--- config.mk ---
export PLATFORM = sky130hd
export DESIGN_NAME = tsmac_rx_fifo_unpacker
export DESIGN_NICKNAME = d
export VERILOG_FILES = /design/src/rtl/tsmac_rx_fifo_unpacker.sv
export SDC_FILE = /design/constraint.sdc
export NUM_CORES = 1
export LEC_CHECK = 0
export ABC_AREA = 0
export BUFFER_PORTS_ARGS = -buffer_cell sky130_fd_sc_hd__buf_2
export CORE_UTILIZATION = 43
export DETAILED_ROUTE_END_ITERATION = 10
export PLACE_DENSITY_LB_ADDON = 0.05
export SYNTH_ARGS = -nofsm -noshare
export SYNTH_HDL_FRONTEND = slang
export SYNTH_SLANG_ARGS = --single-unit
--- constraint.sdc ---
create_clock -name clk -period 2.3 [get_ports clk]
set_input_delay 0 -clock clk [delete_from_list [all_inputs] [get_ports clk]]
set_output_delay 0 -clock clk [all_outputs]
set_load 0.005 [all_outputs]
--- src/rtl/tsmac_rx_fifo_unpacker.sv ---
// tsmac_rx_fifo_unpacker: pops RX FIFO words into a byte stream with frame-length truncation and frame counters
module tsmac_rx_fifo_unpacker #(
    parameter int MAX_LEN = 1518,
    parameter int CNT_W   = 16
) (
    input  logic             clk,
    input  logic             rst_n,
    output logic             fifo_rd_en,
    input  logic [9:0]       fifo_rd_data,
    input  logic             fifo_rd_empty,
    output logic [7:0]       m_tdata,
    output logic             m_tvalid,
    input  logic             m_tready,
    output logic             m_tlast,
    output logic             m_tuser,
    output logic [CNT_W-1:0] frm_cnt,
    output logic [CNT_W-1:0] err_cnt
);
    localparam int BW = $clog2(MAX_LEN + 1);
    localparam logic [BW-1:0] LAST_IDX = BW'(MAX_LEN - 1);
    typedef enum logic [1:0] {IDLE, BODY, DROP} state_t;
    state_t state, state_nx;
    logic [BW-1:0] byte_cnt, cnt_nx;
    logic rd_pend, push, pop, push_last, push_user, wr_ptr, rd_ptr, eof;
    logic [1:0] occ;
    logic [9:0] buf_q [2];
    logic [9:0] head;
    assign eof = fifo_rd_data[8];
    assign pop = m_tvalid & m_tready;
    // Words already in flight (rd_pend) reserve a slot, so the 2-entry buffer can never overrun.
    assign fifo_rd_en = rst_n && !fifo_rd_empty && (({1'b0, occ} + {2'b0, rd_pend}) < (3'd2 + {2'b0, pop}));
    assign head = buf_q[rd_ptr];
    assign m_tdata = head[9:2];
    assign m_tlast = head[1];
    assign m_tuser = head[0];
    assign m_tvalid = occ != 2'd0;
    always_comb begin
        state_nx = state;
        cnt_nx = byte_cnt;
        push = 1'b0;
        push_last = 1'b0;
        push_user = 1'b0;
        if (rd_pend) begin
            if (state == DROP) begin
                state_nx = eof ? IDLE : DROP;
                cnt_nx = '0;
            end else if (eof) begin
                push = 1'b1;
                push_last = 1'b1;
                push_user = fifo_rd_data[9];
                cnt_nx = '0;
                state_nx = IDLE;
            end else if (byte_cnt != LAST_IDX) begin
                push = 1'b1;
                cnt_nx = byte_cnt + BW'(1);
                state_nx = BODY;
            end else begin
                push = 1'b1;
                push_last = 1'b1;
                push_user = 1'b1;
                cnt_nx = '0;
                state_nx = DROP;
            end
        end
    end
    always_ff @(posedge clk or negedge rst_n) begin
        if (!rst_n) begin
            state <= IDLE;
            byte_cnt <= '0;
            rd_pend <= 1'b0;
        end else begin
            state <= state_nx;
            byte_cnt <= cnt_nx;
            rd_pend <= fifo_rd_en;
        end
    end
    always_ff @(posedge clk or negedge rst_n) begin
        if (!rst_n) begin
            buf_q[0] <= '0;
            buf_q[1] <= '0;
            wr_ptr <= 1'b0;
            rd_ptr <= 1'b0;
            occ <= 2'd0;
        end else begin
            if (push) begin
                buf_q[wr_ptr] <= {fifo_rd_data[7:0], push_last, push_user};
                wr_ptr <= ~wr_ptr;
            end
            if (pop) rd_ptr <= ~rd_ptr;
            occ <= occ + {1'b0, push} - {1'b0, pop};
        end
    end
    always_ff @(posedge clk or negedge rst_n) begin
        if (!rst_n) begin
            frm_cnt <= '0;
            err_cnt <= '0;
        end else if (pop && m_tlast) begin
            if (!m_tuser && !(&frm_cnt)) frm_cnt <= frm_cnt + 1'b1;
            if (m_tuser && !(&err_cnt)) err_cnt <= err_cnt + 1'b1;
        end
    end
endmodule

### After elaboration in Yosys (flattened, before gate mapping)

Index checks and enable logic that the tools add are counted.

| operators by class | value |
|---|---|
| add/subtract/negate cells | 7 |
| bitwise logic cells | 5 |
| equal/unequal tests | 2 |
| $lt $le $gt $ge | 4 |
| muxes and demuxes | 22 |
| reduce and logical (&&, ||, !) cells | 15 |

Operators with widths:

| cell | number |
|---|---|
| 10-bit two-way mux | 4 |
| 11-bit two-way mux | 3 |
| 16-bit by 1-bit adder with 16-bit output, second input constant | 2 |
| 16-bit AND reduction | 2 |
| 20-bit bitwise mux | 1 |
| 11-bit by 1-bit adder with 11-bit output, second input constant | 1 |
| 11-bit inequality test, second input constant | 1 |
| 10-bit demux with 1-bit select | 1 |
| 1-bit two-way mux | 9 |
| 2-bit two-way mux | 4 |
| 1-bit logical AND | 6 |
| 2-bit >= comparator, second input constant | 2 |
| 1-bit logical NOT | 4 |
| 1-bit NOT with 2-bit output | 2 |
| 2-bit AND reduction | 2 |
| 2-bit by 1-bit adder with 3-bit output | 1 |
| 2-bit by 1-bit adder with 3-bit output, first input constant | 1 |
| 3-bit < comparator | 1 |
| 2-bit by 1-bit adder with 2-bit output | 1 |
| 2-bit == test, second input constant | 1 |
| 2-bit by 1-bit < comparator with 1-bit output, second input constant | 1 |
| 1-bit NOT | 2 |
| 2-bit nonzero test | 1 |
| 2-bit by 1-bit subtractor with 2-bit output | 1 |
| 1-bit bitwise AND | 1 |

| word-level totals | value |
|---|---|
| word-level logic and storage cells | 65 |
| register bits after elaboration | 70 |
| output and inout port bits | 44 |
| input port bits | 14 |

### Depth between registers and ports, before layout

| depth | value |
|---|---|
| word-level depth | 7 |
| gate-level depth with buffers | 8 |
| gate-level depth less buffers | 7 |

### Worst setup path before layout

OpenSTA, ideal clock, no wires.

| path | value |
|---|---|
| path type | flip-flop to flip-flop |
| from | register err_cnt[0] |
| to | register err_cnt[1] |
| data required time | 2.175 ns |
| arrival | 1.718 ns |
| setup slack | 0.457 ns |
| library setup time | 0.125 ns |
| cell stages (with the launch flop) | 6 |
| path through | dfrtp_1 -> ha_1 -> nand4_1 -> or3_1 -> o21ai_1 -> mux2_2 |

| between the ends | value |
|---|---|
| cells in the longest elaborated chain, start to end | 4 |
| elaborated cells between the ends (all ways) | 5 |
| classes of those cells | add/sub: 1; reduce/logical: 4 |

RTL lines:

| what | RTL line | text |
|---|---|---|
| start, declared | 17 | `output logic [CNT_W-1:0] err_cnt` |
| start signal, assigned | 99 | `if (m_tuser && !(&err_cnt)) err_cnt <= err_cnt + 1'b1;` |
| parallel branches: the longest is 4 deep, another holds 16-bit by 1-bit adder with 16-bit output | -- |  |

Parallel ways; which one is timed is not known.
A chain may end at the register's enable or synchronous reset.

### Final worst setup path

| path | value |
|---|---|
| from | register rd_ptr |
| to | register frm_cnt[12] |

| between the ends | value |
|---|---|
| cells in the longest elaborated chain, start to end | 7 |
| elaborated cells between the ends (all ways) | 8 |
| classes of those cells | mux: 3; bitwise: 1; reduce/logical: 4 |

RTL lines:

| what | RTL line | text |
|---|---|---|
| start, declared | 24 | `logic rd_pend, push, pop, push_last, push_user, wr_ptr, rd_ptr, eof;` |
| start signal, assigned | 89 | `if (pop) rd_ptr <= ~rd_ptr;` |
| 1-bit NOT with 2-bit output (implied by the code) (*) | 32 | `assign head = buf_q[rd_ptr];` |
| 10-bit two-way mux (implied by the code) (*) (3 in series) | 32 |  |
| 1-bit logical NOT | 98 | `if (!m_tuser && !(&frm_cnt)) frm_cnt <= frm_cnt + 1'b1;` |
| 1-bit logical AND | 98 |  |
| 2-bit AND reduction (no line) (*) | -- |  |
| end signal, assigned | 98 |  |
| end, declared | 16 | `output logic [CNT_W-1:0] frm_cnt,` |

Mark *: on every way between the ends. The rest lies on a longest branch, timed or not. The select of a mux whose other input is x is not followed.

==> results.md <==
## Pwr
- **Leak Pwr** 0.00198 uW
- **ratio of total power to cell area** 972 nW/um^2
- **worst vdd rail ir drop** 0.437 mV
- **Power Total** 4200 uW

## Die
- **Initial Util** 45.0%
- **area of the core region** 7850 sq um
- **die extent in y** 92.6 microns
- **I/O Pins** 58
- **number of placement rows** 32
- **die area** 8570 sq um
- **Die Width** 92.6 microns

## CTS
- **Clock Pin Slew Worst Setup and Hold Paths** 80 ps
- **# Post-CTS Setup Buffers** 0
- **CTS tree** yes
- **buffer cell driving the clock tree root** clkbuf_8
- **Clk Latency, worst-skew pair** 340 ps
- **post-cts sizing count** 0
- **number of buffers on the longest clock path** 2
- **CTS H-Tree Depth** 3
- **clock sink count** 70
- **number of buffers created by CTS** 9
- **CTS Hold Buffers Added** 10

## Finish
- **Synth-to-Final Area Change** 22.4%
- **fraction of layout cells with a size suffix above 1** 33.1%
- **commonest non-fill, non-tap cells in the layout** dfrtp_1, buf_2, mux2_2, xnor2_1, nand2_1
- **most common library cell in the layout ignoring fill and taps** dfrtp_1
- **antenna cells** 0
- **non-filler cells, final** 501
- **total non-filler cell area in the finished layout** 4320 sq um
- **number of nets in the finished design** 416

## Placement
- **cell count after placement** 475
- **detailed-placement wirelength estimate** 5170 microns
- **number of buffers added on ports** 57
- **placer congestion estimate** 0.775
- **area of placed instances** 4000 sq um

## Global route
- **vias in the first global route** 2,591
- **overall global routing resource usage** 18.1%
- **pin count of the biggest net entering global routing** 32
- **number of antenna violations at the first check in global routing** 0
- **overall overflow remaining after global route** 0
- **first-pass GRT wire length** 12,100 microns

## Detailed routing
- **average via count per standard cell** 5.35
- **drt total wl** 7180 microns
- **Iteration-0 DRC Markers** 78
- **number of remaining DRC errors** 0
- **Routed Antenna Nets** 0
- **Detailed Routing Iterations Pass 1** 4
- **vias after detailed routing** 2,679
- **wire length per cell after detailed routing** 14.3 microns

## Timing
- **Tcrit/Tclk final** 88.2%
- **timing-limited maximum frequency** 493 MHz
- **min Tclk post-route** 2030 ps
- **setup-violating endpoint count in the final report** 0
- **RSZ-0062 raised after global routing** no
- **slew at the pin closest to its max-slew limit** 1060 ps
- **setup skew after layout** 8.72 ps
- **Final Max Tran Viols** 0
- **Slew Limit Headroom** 28.9%
- **setup TNS after final layout** 0 ps
- **final hold vios** 0

## Yosys
- **area share of the leading cell type in the synthesized netlist** 49.6%
- **number of enable flip-flop cells after synthesis** 0
- **syn_nets** 335
- **Cell variety after synth** 51
- **total standard cell area after synthesis** 3530 sq um
- **primary flip-flop cell chosen by synthesis mapping** dfrtp_1
- **top cells by area in the synthesized netlist** dfrtp_1, mux2_2, xnor2_1
- **Syn Inst Count** 313
- **sequential-to-total area share from yosys stat** 49.6%
- **syn avg cell area** 11.3 sq um
- **cell accounting for the most synthesized area** dfrtp_1
- **ys async rst share** 100%
- **number of flip-flops and latches in the synthesized netlist** 70
- **number of warnings issued by yosys** 0

## Min path
- **Hold Path Cell Cnt** 3
- **Worst Hold End** rd_pend
- **startpoint of the lowest-slack hold path** fifo_rd_empty
- **classification of the worst-slack hold path** primary input to flop

## Run status
- **outcome** complete, no violations

## Critical path
- **path depth of the worst reg2reg path** 4
- **Data required, critical path** 2530 ps
- **Worst R2R Start** rd_ptr
- **Critical Path Sink Type** flop
- **kind of start point of the critical path** flop
- **largest fanout of any net on the critical path** 13
- **reg-to-reg setup timing slack** 270 ps
- **type of the setup path with the least slack** flop to flop
- **end of the worst register-to-register path** frm_cnt[12]
- **data arrival time of the critical path** 2250 ps

## Flow run
- **max-cap check violation count** 0

-- area by class of cell --
class / count / area, sq um
Tap cell: 102 / 128
Inverter: 14 / 52.6
Multi-Input combinational cell: 217 / 1670
Sequential cell: 70 / 1750
Clock inverter: 7 / 97.6
Fill cell: 733 / 3530
Timing Repair Buffer: 82 / 498
Clock buffer: 9 / 124
-- through the flow --
stage          hold slack [ps]  utilization (%)  worst slack, ps
4_1_cts                   30.3             55.0              268
3_5_place_dp             -22.1             50.9              272
5_1_grt                   39.7             55.0              150
3_3_place_gp             -28.6             50.9              299
6_report                  29.1             55.0              272
2_1_floorplan             -296                -              457
-- cell families (layout without fill, tap and decap cells) --
group | Yosys count | in the layout | share of synthesized area [%]
and+or+nand+nor | 105 | 105 | 17.7
xor gates and xnor gates | 31 | 31 | 7.69
AOI/OAI and AO/OA | 39 | 39 | 8.05
DFF | 70 | 70 | 49.6
muxes | 34 | 34 | 10.8
adders and majority gates | 8 | 8 | 2.84
buffers and inverters | 26 | 112 | 3.30
-- registers in the layout, summed over array words and instances, names as in the netlist --
signal    flops
buf_q        20
byte_cnt     11
err_cnt      16
frm_cnt      16
occ           2
rd_pend       1
rd_ptr        1
state         2
wr_ptr        1
-- worst max-delay path: stages, from the launching register on --
cell and delay, ps:
dfrtp_1 420, mux2_2 380, or3_4 430, nor4_1 320, mux2_2 360
-- metal layers --
layer	track usage, %	up-vias	share of wire, %
li1	-	1303	-
met1	24.7	1318	49
met2	28.7	49	46
met3	3.69	9	3.2
met4	5.86	0	1.4
met5	0	-	0
-- synthesized netlist by cell type, types with 2 or more instances --
cell type and count:
dfrtp_1 70, mux2_2 32, xnor2_1 19, nand2_1 18, inv_1 14, nand3_1 14, nor2_1 12, xor2_1 12
nand4_1 11, nor3_1 10, o211ai_1 10, ha_1 8, clkbuf_1 7, and3_1 5, nor4_1 5, o21ai_0 5
and4_1 4, nor4_2 4, or4_1 4, buf_2 3, o2111ai_1 3, or2_2 3, a211oi_1 2, a21o_1 2
a21oi_1 2, a31oi_1 2, and2_1 2, buf_6 2, mux2i_1 2, nand3b_1 2, nor3b_1 2, o221ai_1 2
o31ai_1 2
-- worst max-delay path by stage --
stage                     startpoint           to  slack (ps)  cells after the start
after floorplan           err_cnt[0]   err_cnt[1]         460                      5
after detailed placement      rd_ptr  frm_cnt[12]         270                      4
after global routing          occ[1]       occ[1]         150                      7
final                         rd_ptr  frm_cnt[12]         270                      4
after CTS                     rd_ptr  frm_cnt[12]         270                      4
after global placement        rd_ptr  frm_cnt[12]         300                      4
-- power breakdown --
group	switching, uW	internal, uW
registers	274	1570
clock network	481	614
logic	572	690
(Power assumes the default switching activity.)
